--- src/rtl/bufer_pkg.sv ---
// Shared types and sizing for the EX/MEM skid stage.
package bufer_pkg;

  typedef enum logic [1:0] {
    EMPTY = 2'd0,
    ONE   = 2'd1,
    FULL  = 2'd2
  } state_e;

  localparam int DATA_W_DEF = 32;
  localparam int CTRL_W_DEF = 1;
  localparam int PAYLOAD_W  = 3*DATA_W_DEF + 1 + CTRL_W_DEF;

  typedef struct packed {
    logic [DATA_W_DEF-1:0] add_res;
    logic                  zero;
    logic [DATA_W_DEF-1:0] alu_res;
    logic [DATA_W_DEF-1:0] dato_lec2;
    logic [CTRL_W_DEF-1:0] ctrl;
  } payload_t;

  function automatic int payload_w(input int dw, input int cw);
    return 3*dw + 1 + cw;
  endfunction

endpackage

--- src/rtl/bufer_ex_mem_skid_stage_reg.sv ---
// Payload register with load enable, async clear.
module stage_reg #(
  parameter int W = 97
) (
  input  logic         clk_i,
  input  logic         rst_i,
  input  logic         en_i,
  input  logic [W-1:0] d_i,
  output logic [W-1:0] q_o
);

  logic [W-1:0] data_q;

  always_ff @(posedge clk_i or posedge rst_i) begin
    if (rst_i)     data_q <= '0;
    else if (en_i) data_q <= d_i;
  end

  assign q_o = data_q;

endmodule

--- src/rtl/bufer_ex_mem_skid.sv ---
// EX/MEM pipeline register with valid/ready, flush and
// a one-entry skid buffer behind the main register.
module bufer_ex_mem_skid
  import bufer_pkg::*;
#(
  parameter int DATA_W = DATA_W_DEF,
  parameter int CTRL_W = CTRL_W_DEF
) (
  input  logic              clk,
  input  logic              rst,
  input  logic [DATA_W-1:0] in_add_res,
  input  logic              in_zero_flag,
  input  logic [DATA_W-1:0] in_alu_res,
  input  logic [DATA_W-1:0] in_dato_lec2,
  input  logic [CTRL_W-1:0] in_ctrl,
  input  logic              in_valid,
  output logic              in_ready,
  input  logic              flush,
  output logic [DATA_W-1:0] out_add_res,
  output logic              out_zero_flag,
  output logic [DATA_W-1:0] out_alu_res,
  output logic [DATA_W-1:0] out_dato_lec2,
  output logic [CTRL_W-1:0] out_ctrl,
  output logic              out_valid,
  input  logic              out_ready,
  output logic [1:0]        occupancy
);

  localparam int PW = payload_w(DATA_W, CTRL_W);

  state_e state_q, state_d;
  logic   in_ready_q, in_ready_d;
  logic   ld_main, ld_skid, sel_skid;
  logic   in_fire;

  logic [PW-1:0] in_pl, main_d, main_q, skid_q;

  assign in_pl = {in_add_res, in_zero_flag, in_alu_res,
                  in_dato_lec2, in_ctrl};

  assign in_fire   = in_valid & in_ready_q;
  assign out_valid = (state_q != EMPTY);

  always_comb begin
    state_d  = state_q;
    ld_main  = 1'b0;
    ld_skid  = 1'b0;
    sel_skid = 1'b0;
    unique case (state_q)
      EMPTY: begin
        if (in_fire) begin
          state_d = ONE;
          ld_main = 1'b1;
        end
      end
      ONE: begin
        if (in_fire && out_ready) begin
          ld_main = 1'b1;
        end else if (in_fire) begin
          state_d = FULL;
          ld_skid = 1'b1;
        end else if (out_ready) begin
          state_d = EMPTY;
        end
      end
      FULL: begin
        if (out_ready) begin
          state_d  = ONE;
          ld_main  = 1'b1;
          sel_skid = 1'b1;
        end
      end
      default: state_d = EMPTY;
    endcase
    // Squash wins over everything; payload regs keep stale bits.
    if (flush) begin
      state_d = EMPTY;
      ld_main = 1'b0;
      ld_skid = 1'b0;
    end
    in_ready_d = (state_d != FULL);
  end

  always_ff @(posedge clk or posedge rst) begin
    if (rst) begin
      state_q    <= EMPTY;
      in_ready_q <= 1'b1;
    end else begin
      state_q    <= state_d;
      in_ready_q <= in_ready_d;
    end
  end

  assign main_d = sel_skid ? skid_q : in_pl;

  stage_reg #(.W(PW)) u_main (
    .clk_i (clk),
    .rst_i (rst),
    .en_i  (ld_main),
    .d_i   (main_d),
    .q_o   (main_q)
  );

  stage_reg #(.W(PW)) u_skid (
    .clk_i (clk),
    .rst_i (rst),
    .en_i  (ld_skid),
    .d_i   (in_pl),
    .q_o   (skid_q)
  );

  assign {out_add_res, out_zero_flag, out_alu_res,
          out_dato_lec2, out_ctrl} = main_q;

  assign in_ready  = in_ready_q;
  assign occupancy = state_q;

endmodule

--- config.mk ---
export PLATFORM = sky130hd
export DESIGN_NAME = bufer_ex_mem_skid
export DESIGN_NICKNAME = d
export VERILOG_FILES = /design/src/rtl/bufer_pkg.sv /design/src/rtl/bufer_ex_mem_skid_stage_reg.sv /design/src/rtl/bufer_ex_mem_skid.sv
export SDC_FILE = /design/constraint.sdc
export NUM_CORES = 1
export LEC_CHECK = 0
export CAP_MARGIN = 20
export CORE_MARGIN = 2
export CORE_UTILIZATION = 31
export CTS_CLUSTER_DIAMETER = 40
export DETAILED_ROUTE_END_ITERATION = 6
export GPL_TIMING_DRIVEN = 0
export PLACE_DENSITY = 0.64
export SYNTH_ARGS = -nofsm -noshare
export SYNTH_HDL_FRONTEND = slang
export SYNTH_SLANG_ARGS = --single-unit
export TNS_END_PERCENT = 50
--- constraint.sdc ---
create_clock -name clk -period 11.9 [get_ports clk]
set_input_delay 1.785 -clock clk [delete_from_list [all_inputs] [get_ports clk]]
set_output_delay 1.785 -clock clk [all_outputs]
set_load 0.05 [all_outputs]
; Word level (Yosys, flattened, before mapping)
; Index checks and enable logic that the tools add are counted.
[classes]
mux = 17
n_reduce_logical = 3
bitwise_logic = 1
n_eq_ne = 3
[op_table]
columns = operator, n
row1 = 98-bit two-way mux, 1
row2 = 2-bit two-way mux, 6
row3 = 1-bit two-way mux, 8
row4 = 2-bit case mux with 3 select lines, 1
row5 = 1-bit case mux with 3 select lines, 1
row6 = 2-bit by 1-bit equality test with 1-bit output (second input constant), 1
row7 = 2-bit equality test (second input constant), 1
row8 = 2-bit logical NOT, 1
row9 = 2-bit inequality test (second input constant), 1
row10 = 2-bit nonzero test, 1
row11 = 1-bit AND, 1
row12 = 1-bit logical AND, 1
[word_totals]
out_inout_bits = 102
ff_bits = 199
input_bits = 103

; Logic depth before layout (Yosys ltp)
; Gate-level depths: netlist of the first run.
[logic_depth]
ltp_word = 6
mapped_depth = 7

; Modules after synthesis
; From an unflattened synthesis of the first run, not the netlist that was laid out.
[hier_totals]
cells_unflattened = 545
area_unflattened_um2 = 8827.2
[modules_own_cells]
columns = module, cells_each, seq_area_each_um2, n_inst, area_per_inst_um2
row1 = stage_reg, 208, 2452.4, 2, 3714.8
row2 = bufer_ex_mem_skid, 129, 76.3, 1, 1397.6

; Worst setup path before layout of the first run
; Ideal clock, no wire load.
[synth_timing]
path_type = input to register
start = in in_valid
end = reg u_skid.data_q[75] (netlist: u_skid.q_o[75])
path_buffers = 2
slack_ns = 8.884
required_ns = 11.775
t_arrival_ns = 2.891
setup_time_ns = 0.125
stages = 5
path_cell_list = nand4b_1 -> nor3_2 -> buf_4 -> buf_4 -> mux2_2
[synth_between]
elab_chain_cells = 5
word_cells_on_any_way = 6
cone_classes = 4 x mux / 1 x bitwise / 1 x reduce/logical
[synth_lines]
columns = element, line
row1 = start: declaration, bufer_ex_mem_skid.sv:16  ; input logic in_valid,
row2 = 1-bit AND *, bufer_ex_mem_skid.sv:41  ; assign in_fire = in_valid & in_ready_q;
row3 = 1-bit two-way mux / 1-bit logical AND (equally long branches), "bufer_ex_mem_skid.sv:59, bufer_ex_mem_skid.sv:57"
row4 = 1-bit two-way mux *, bufer_ex_mem_skid.sv:57  ; if (in_fire && out_ready) begin
row5 = 1-bit two-way mux *, bufer_ex_mem_skid.sv:49  ; unique case (state_q)
row6 = 1-bit two-way mux *, bufer_ex_mem_skid.sv:76  ; if (flush) begin
row7 = end signal: assignment, bufer_ex_mem_skid_stage_reg.sv:16  ; else if (en_i) data_q <= d_i;
row8 = end: declaration, bufer_ex_mem_skid_stage_reg.sv:12  ; logic [W-1:0] data_q;
; Mark *: on every way between the ends. The rest lies on a longest branch, timed or not.
; A chain may end at the register's enable or synchronous reset.

; Worst setup path after layout of the first run
[layout_timing]
start = in in_valid
end = reg u_skid.data_q[92] (netlist: u_skid.q_o[92])
; The elaborated chain is that of the path after synthesis.

==> key figures, run 1 <==
Outcome
  – Status: finished clean

STA
  – Final setup violation count: 0
  – Final min period: 3.83 ns
  – Skew final: 0.00784 ns
  – Final Hold Fails: 0
  – Slew Limit Headroom: 36.2%
  – Slew @ Worst Pin: 0.952 ns
  – Slew Viols, Final: 0
  – Fmax: 0.261 GHz
  – Unrepaired setup endpoints after global routing: false
  – Sum Neg Setup Slack: 0 ns
  – Crit share post-route: 32.2%

Logic synthesis
  – Top-area cell type share of the netlist area: 60.5%
  – Top cells by instance count after synthesis: dfrtp_1 (198), nand2_1 (197), a31oi_1 (99), nor2_1 (99), mux2_2 (98)
  – Syn_area_per_cell: 10.8 µm²
  – Top cells by area, synth: dfrtp_1 (61%), mux2_2 (13%), nand2_1 (9.0%)
  – Largest area contributor in the netlist: dfrtp_1
  – Seq cells post-synth: 199
  – Synth Flop Type: dfrtp_1
  – Synthesis warning total: 0
  – Async set or reset register ratio after synthesis: 100%
  – Synthesized area: 8180 µm²
  – Syn Nets: 862
  – Gate Count Post-Synth: 759
  – Count leader, synth: dfrtp_1
  – Number of flops mapped to enable cells by yosys: 0
  – Register area share after synthesis: 60.9%
  – Post-synth cell types: 22

Die
  – Die area: 27700 µm²
  – Die width: 166 µm
  – Rows: 59
  – Initial Utilization: 31.5%
  – # IOs: 205
  – Core Box Area: 26000 µm²
  – Die height: 166 µm

CTS
  – CTS tree: yes
  – Worst skew pair latency: 0.43 ns
  – CTS root buf: clkbuf_16
  – H-tree levels: 4
  – TritonCTS Buffers: 17
  – Post CTS Setup Buffer Count: 0
  – Max Root-Sink Buffers: 2
  – Clock slew at reported path FFs: 0.07 ns
  – Hold Buf Count CTS: 0
  – Post_cts resized: 0
  – Sink Count: 199

Flow run
  – MaxCap Viol Count: 0

Power and ir drop
  – Pwr dens: 196 nW/µm²
  – Total power after layout: 2220 µW
  – VDD IR max: 0.0944 mV
  – Leak: 0.00478 µW

Routing
  – Antenna-violating nets left: 0
  – Vias per inst: 4.76
  – WL/cell: 16.7 µm
  – Iter 0 DRT Violations: 364
  – DRC viols: 0
  – DR vias: 6335
  – First-pass iteration count of the detailed router: 5
  – DRT Wirelength: 22.3 mm

Setup path
  – Worst Path Max Fanout: 10
  – Worst EP arrival: 4.14 ns
  – Startpoint Class: input port
  – Worst endpoint required time: 12.21 ns
  – Setup crit end kind: flop
  – Worst setup path class: in -> reg

Global route
  – Vias in the first global route: 6559
  – Global route total overflow: 0
  – First-pass GRT wire length: 35.8 mm
  – Aggregate global-route resource usage: 16.3%
  – Largest net degree at the start of global routing: 121
  – Initial antenna violation count: 2

Final layout
  – # nets final: 1086
  – Fraction of layout cells with a size suffix above 1: 16.7%
  – Synthesis-to-layout area growth: 38.4%

Place
  – RD Place Congestion: 0.765
  – HPWL after DPL: 15.6 mm
  – Buffers on Ports: 204

Worst hold path
  – Worst hold path class: reg -> reg
-- where the power goes --
group          switching, µW  leakage (µW)  internal [µW]
clock                    277      0.000303            359
combinational            388       0.00216            264
sequential              88.7       0.00232            844
total                    754       0.00478           1470
-- per-layer routing --
metal  wire length (µm)  global-route usage, %  up-vias
met5                 13                      0        -
li1                   -                      -     3018
met2              10400                   26.5      182
met4                790                   6.71        2
met3               1100                   4.21       47
met1               9930                   20.9     3086
-- metrics by stage --
stage | utilization [%] | setup slack, ns | hold WS (ns) | instances | instance area (µm²)
2_1_floorplan | - | 4.69 | 0.480 | 759 | 8180
3_3_place_gp | 41.0 | 1.92 | 0.488 | 1298 | 10600
3_5_place_dp | 41.1 | 7.55 | 0.495 | 1299 | 10700
4_1_cts | 43.6 | 8.01 | 0.511 | 1331 | 11300
5_1_grt | 43.6 | 7.97 | 0.517 | 1332 | 11300
6_report | 43.6 | 8.07 | 0.508 | 1332 | 11300
-- cells in the final DEF, fill, tap and decap left out --
master	Yosys	final
clkdlybuf4s50_1	0	204
dfrtp_1	198	198
nand2_1	197	197
nor2_1	99	99
a31oi_1	99	99
mux2_2	98	98
buf_2	22	22
clkbuf_1	20	21
clkbuf_16	0	17
buf_4	8	8
inv_8	0	4
bufinv_16	0	4
clkinvlp_4	0	3
nand4b_1	2	2
buf_1	2	2
inv_1	3	2
clkinv_4	0	2
inv_6	0	2
diode_2	0	1
nor3_2	1	1
nand3b_1	1	1
nand4bb_1	1	1
a31oi_2	1	1
nand2b_1	1	1
nor2_4	1	1
and3_1	1	1
o21bai_1	1	1
a211o_1	1	1
or2_2	1	1
dfstp_2	1	1
buf_16	0	1
-- worst paths after layout --
check / cells past startpoint / to / from / slack (ns)
max: 6 / u_skid.q_o[92] / in_valid / 8.07
min in group asynchronous: 2 / u_main.q_o[17] / rst / 1.93
min reg2reg: 1 / u_skid.q_o[52] / u_skid.q_o[52] / 0.51
max reg2reg: 5 / u_skid.q_o[92] / occupancy[1] / 9.40
min: 1 / u_skid.q_o[52] / u_skid.q_o[52] / 0.51
max in group asynchronous: 3 / u_main.q_o[80] / rst / 9.07
-- worst max-delay path: stages --
cell and delay (ns):
clkdlybuf4s50_1 0.52, nand4b_1 0.15, nor3_2 0.74, buf_4 0.33, buf_4 0.24, mux2_2 0.36
-- cell type report --
cell class | count | area [µm²]
Antenna cell | 1 | 2.50
Buffer | 52 | 253
Clock buffer | 18 | 429
Clock inverter | 14 | 211
Fill cell | 2490 | 14700
Inverter | 3 | 18.8
Multi-Input combinational cell | 505 | 2940
Sequential cell | 199 | 4980
Tap cell | 335 | 419
Timing Repair Buffer | 205 | 2070
-- flip-flops by register name, indices dropped and copies added (netlist names) --
signal      cells
u_skid.q_o     98
in_ready        1
u_main.q_o     98
occupancy       2
-- logic make-up (layout without fill, tap and decap cells) --
kind of cell,Yosys count,count (layout),synth area share (%)
other cells,0,1,0
flops,199,199,60.9
buf+inv,55,292,3.23
simple gates,305,305,14.5
compound gates,102,102,7.92
mux,98,98,13.5
No activity file was read; power rests on OpenSTA's default activity.
==> run 2, diff against run 1 <==
- PLACE_DENSITY: 0.64 -> 0.66
- clock period: 11.9 -> 3.2 ns (I/O delays scaled with it)
==> run 2 against run 1 <==
Effect of this change:
- cell area up 0.36%
- largest power group unchanged
- flip-flop and latch count unchanged
- clock-buffer cell count up 1
- critical endpoint is now u_skid.q_o[93]
==> key figures, run 2 (synthesized netlist as in run 1, its figures left out) <==
Final layout
  – Most frequent cells in the layout: clkdlybuf4s50_1 (204), dfrtp_1 (198), nand2_1 (197)
  – Fillers: 2504
  – Non-Filler Instances: 1337
  – Commonest non-fill, non-tap cell in the layout: clkdlybuf4s50_1
  – # nets final: 1090
  – Fraction of layout cells with a size suffix above 1: 17.1%
  – Synthesis-to-layout area growth: 38.9%

Power and ir drop
  – Register share of total power: 42.5%
  – VDD IR max: 0.265 mV
  – Combinational power share: 29.8%
  – Leak: 0.00481 µW
  – Clock Power Share: 27.7%
  – Pint: 5350 µW
  – Net Switching: 2810 µW
  – Pwr dens: 718 nW/µm²
  – Switching share of power: 34.4%

STA
  – Final setup violation count: 0
  – Final Hold Fails: 0
  – Slew Limit Headroom: 40.4%
  – Fmax: 0.406 GHz
  – Skew final: 0.0145 ns
  – Slew Viols, Final: 0
  – Sum Neg Setup Slack: 0 ns
  – Crit share post-route: 77.1%
  – Final min period: 2.47 ns
  – Unrepaired setup endpoints after global routing: false
  – Slew @ Worst Pin: 0.889 ns

Setup path
  – Worst setup path class: in -> reg
  – Critical path depth in cells: 6
  – Crit-path cells: clkdlybuf4s50_1 -> nand4b_1 -> nor3_2 -> buf_4 -> buf_4 -> mux2_2
  – CP dominant cell by count: buf_4
  – WP buf/inv: 3
  – Setup crit end kind: flop
  – Worst endpoint required time: 3.51 ns
  – Worst EP arrival: 2.77 ns
  – Worst Reg-to-Reg Cells: 5
  – CP delay by family, top: buffers and inverters
  – Slowest cell delay on critical path: 0.70 ns
  – Critical Path Slowest Stage Cell: nor3_2
  – Worst Path Max Fanout: 10
  – Startpoint Class: input port

Global route
  – Aggregate global-route resource usage: 16.3%
  – Vias in the first global route: 6443
  – First-pass GRT wire length: 35.7 mm
  – Largest net degree at the start of global routing: 42
  – Initial antenna violation count: 3
  – Global route total overflow: 0

CTS
  – Max Root-Sink Buffers: 2
  – Worst skew pair latency: 0.43 ns
  – CTS tree: yes
  – Hold Buf Count CTS: 0
  – Clock slew at reported path FFs: 0.08 ns
  – TritonCTS Buffers: 17
  – Sink Count: 199
  – Post CTS Setup Buffer Count: 0
  – H-tree levels: 4
  – CTS root buf: clkbuf_16
  – Post_cts resized: 0

Routing
  – DR vias: 6390
  – DRT Wirelength: 22.3 mm
  – Antenna-violating nets left: 0
  – DRC viols: 0
  – WL/cell: 16.6 µm
  – Vias per inst: 4.78
  – Iter 0 DRT Violations: 405
  – First-pass iteration count of the detailed router: 5

Place
  – HPWL after DPL: 15.9 mm
  – Cells after DPL: 1303
  – Buffers on Ports: 204
  – RD Place Congestion: 0.761

Die
  – Initial Utilization: 31.5%
  – Die height: 166 µm
  – Die width: 166 µm
  – # IOs: 205
  – Rows: 59
  – Die area: 27700 µm²
  – Core Box Area: 26000 µm²

Worst hold path
  – Worst hold path class: in -> async

Outcome
  – Status: finished clean

Flow run
  – MaxCap Viol Count: 0
-- run 2: layout make-up --
class                           instances  area (µm²)  area share (%)
Antenna cell                            2        5.00          0.0440
Clock inverter                         13         158            1.39
Tap cell                              335         419            3.69
Inverter                                3        15.0           0.132
Clock buffer                           19         453            3.99
Sequential cell                       199        4980            43.8
Multi-Input combinational cell        505        2940            25.9
Timing Repair Buffer                  209        2140            18.8
Buffer                                 52         253            2.22
-- run 2: per-stage QoR --
step / setup slack (ns) / utilization [%] / total power (µW) / area [µm²] / hold slack (ns)
global route: 0.559 / 43.7 / 8560 / 11400 / 0.497
floorplan: 0.146 / - / 5060 / 8190 / 0.480
detailed placement: 0.203 / 41.4 / 5980 / 10700 / 0.495
finish: 0.734 / 43.7 / 8160 / 11400 / 0.453
CTS: 0.662 / 43.7 / 8250 / 11400 / 0.461
global placement: -1.55 / 41.0 / 5910 / 10600 / 0.488
-- run 2: worst paths after layout --
path | from | to | slack (ns)
max | in_valid | u_skid.q_o[93] | 0.73
min | rst | u_skid.q_o[83] | 0.45
max reg2reg | occupancy[1] | u_skid.q_o[93] | 0.75
min reg2reg | u_skid.q_o[39] | u_skid.q_o[39] | 0.51
max in group asynchronous | rst | u_main.q_o[16] | 1.63
min in group clk | u_skid.q_o[39] | u_skid.q_o[39] | 0.51
-- run 2: per-layer routing --
metal / up-vias / track usage (%) / share of wire [%]
met3: 25 / 3.42 / 4.2
met1: 3168 / 22.0 / 45
li1: 3040 / - / -
met2: 155 / 25.8 / 48
met5: - / 0 / 0.058
met4: 2 / 6.41 / 2.6
-- run 2: power by group through the flow --
stage	logic, µW	clock network [µW]	registers (µW)
after floorplan	721	0	4340
after global placement	2410	0	3500
after detailed placement	2460	0	3520
after CTS	2460	2320	3470
after global routing	2580	2430	3550
final	2430	2260	3470
==> run 3, diff against run 2 <==
- PLACE_DENSITY: 0.66 -> 0.64
- clock period: 3.2 -> 2.3 ns (I/O delays scaled with it)
==> run 3 against run 2 <==
Effect of this change:
- via count about the same
- worst setup slack worse by 0.61 ns
- flip-flop and latch count unchanged
- clock skew about the same
- wire length down 0.40%
- combinational power up 40%
- cell count unchanged
- clock-buffer cell count down 2
- die area unchanged
- critical path type is now reg -> out
==> key figures, run 3 (synthesized netlist as in run 1, its figures left out) <==
Outcome
  – Status: finished clean

Final layout
  – Synthesis-to-layout area growth: 38.9%
  – Commonest non-fill, non-tap cell in the layout: clkdlybuf4s50_1
  – Finished Core Util: 43.8%
  – Most frequent cells in the layout: clkdlybuf4s50_1 (203), dfrtp_1 (198), nand2_1 (197)
  – # nets final: 1092
  – # diodes: 0
  – Non-Filler Instances: 1337
  – Fillers: 2472
  – Fraction of layout cells with a size suffix above 1: 17.6%

STA
  – Crit share post-route: 94.4%
  – Final setup violation count: 0
  – Final Hold Fails: 0
  – Slew @ Worst Pin: 0.892 ns
  – Skew final: 0.0147 ns
  – Sum Neg Setup Slack: 0 ns
  – Unrepaired setup endpoints after global routing: false
  – Fmax: 0.461 GHz
  – Final min period: 2.17 ns
  – Slew Viols, Final: 0
  – Slew Limit Headroom: 40.4%

Global route
  – Aggregate global-route resource usage: 16.2%
  – Largest net degree at the start of global routing: 43
  – First-pass GRT wire length: 35.6 mm
  – Vias in the first global route: 6375
  – Initial antenna violation count: 0
  – Global route total overflow: 0

Setup path
  – Worst setup path class: reg -> out
  – R2R Path End: u_main.q_o[0]
  – R2R setup slack: 0.19 ns
  – Critical Path Slowest Stage Cell: clkdlybuf4s50_1
  – Worst Path Max Fanout: 5
  – Critical path depth in cells: 1
  – Crit-path cells: clkdlybuf4s50_1
  – WP buf/inv: 1
  – Worst r2r src: occupancy[0]
  – Worst endpoint required time: 1.96 ns
  – CP delay by family, top: buffers and inverters
  – CP Launch Point: in_ready
  – Startpoint Class: flop
  – Setup crit end kind: output port
  – Slowest cell delay on critical path: 0.83 ns
  – Critical Path End: in_ready
  – Worst Reg-to-Reg Cells: 7
  – Worst EP arrival: 1.83 ns

CTS
  – Worst skew pair latency: 0.43 ns
  – CTS tree: yes
  – CTS root buf: clkbuf_16
  – H-tree levels: 4
  – Sink Count: 199
  – TritonCTS Buffers: 17
  – Hold Buf Count CTS: 0
  – Clock slew at reported path FFs: 0.08 ns
  – Max Root-Sink Buffers: 2

Place
  – Cells after DPL: 1303
  – RD Place Congestion: 0.767
  – HPWL after DPL: 15.8 mm
  – Buffers on Ports: 204

Routing
  – Vias per inst: 4.78
  – Iter 0 DRT Violations: 363
  – WL/cell: 16.6 µm
  – DRC viols: 0
  – First-pass iteration count of the detailed router: 4
  – DRT Wirelength: 22.2 mm
  – Antenna-violating nets left: 0
  – DR vias: 6386

Power and ir drop
  – Switching share of power: 35.5%
  – Net Switching: 3970 µW
  – Pint: 7200 µW
  – Leak: 0.00483 µW
  – Clock Power Share: 26.4%
  – Combinational power share: 30.4%
  – Register share of total power: 43.2%
  – Pwr dens: 982 nW/µm²
  – VDD IR max: 0.442 mV

Flow run
  – MaxCap Viol Count: 0

Die
  – Rows: 59
  – Die height: 166 µm
  – Die width: 166 µm
  – Core Box Area: 26000 µm²
  – # IOs: 205
  – Initial Utilization: 31.5%
  – Die area: 27700 µm²

Worst hold path
  – Worst hold path class: in -> async
-- run 3: cell types whose count changed in the layout (fill, tap and decap cells not counted), sizes merged --
cell           previous run  this run
buf                      37        38
bufinv                    2         0
clkbuf                   39        38
clkdlybuf4s50           204       203
clkinv                    3         7
clkinvlp                  3         2
diode                     2         0
dlymetal6s2s              0         1
inv                       8         9
-- run 3: timing repair --
| item | CTS | global route |
|---|---|---|
| pin swaps | 1 | 0 |
| setup endpoints to repair | 101 | 13 |
| gates resized for setup | 2 | 4 |
| setup buffers | 3 | 0 |
-- run 3: cell type report --
class	instances	area, µm²	share of cell area, %
repair buffers	212	2170	19.1
inverters	3	15.0	0.132
plain buffers	51	251	2.21
well taps	335	419	3.69
multi-input cells	505	2950	26.0
flip-flops and latches	199	4980	43.8
clock buffers	17	425	3.74
clock inverters	15	158	1.39
-- run 3: worst register-to-register path: cells and delay by family, from the launching register on --
family,cells,cell delay [ns]
buf+inv,3,0.83
compound gates,2,0.47
simple gates,2,0.26
flops,1,0.47
-- run 3: per-stage QoR --
step,instance area (µm²),hold WS [ns],power [µW],setup slack (ns)
floorplan,8190,0.408,7040,-0.619
global placement,10600,0.488,8220,-2.34
detailed placement,10700,0.495,8320,-0.584
CTS,11400,0.458,11300,0.0268
global route,11400,0.483,11700,0.00672
finish,11400,0.447,11200,0.129
-- run 3: worst min path at each step --
stage / to / slack, ns
final: u_skid.q_o[82] / 0.45
after global routing: u_main.q_o[4] / 0.48
after CTS: u_skid.q_o[82] / 0.46
after detailed placement: u_skid.q_o[89] / 0.50
after global placement: u_skid.q_o[9] / 0.49
after floorplan: occupancy[0] / 0.41
-- run 3: power groups by stage --
stage,logic (µW),clock network [µW],registers (µW)
4_1_cts,3440,3030,4830
3_5_place_dp,3430,0,4890
2_1_floorplan,1000,0,6030
3_3_place_gp,3360,0,4860
5_1_grt,3610,3200,4940
6_report,3400,2950,4820
-- run 3: per-layer routing --
metal | part of all wire, % | vias to the layer above | track usage [%]
li1 | - | 3050 | -
met2 | 47 | 166 | 25.6
met1 | 45 | 3143 | 22.2
met3 | 4.6 | 27 | 3.28
met4 | 2.5 | 0 | 6.00
met5 | 0 | - | 0
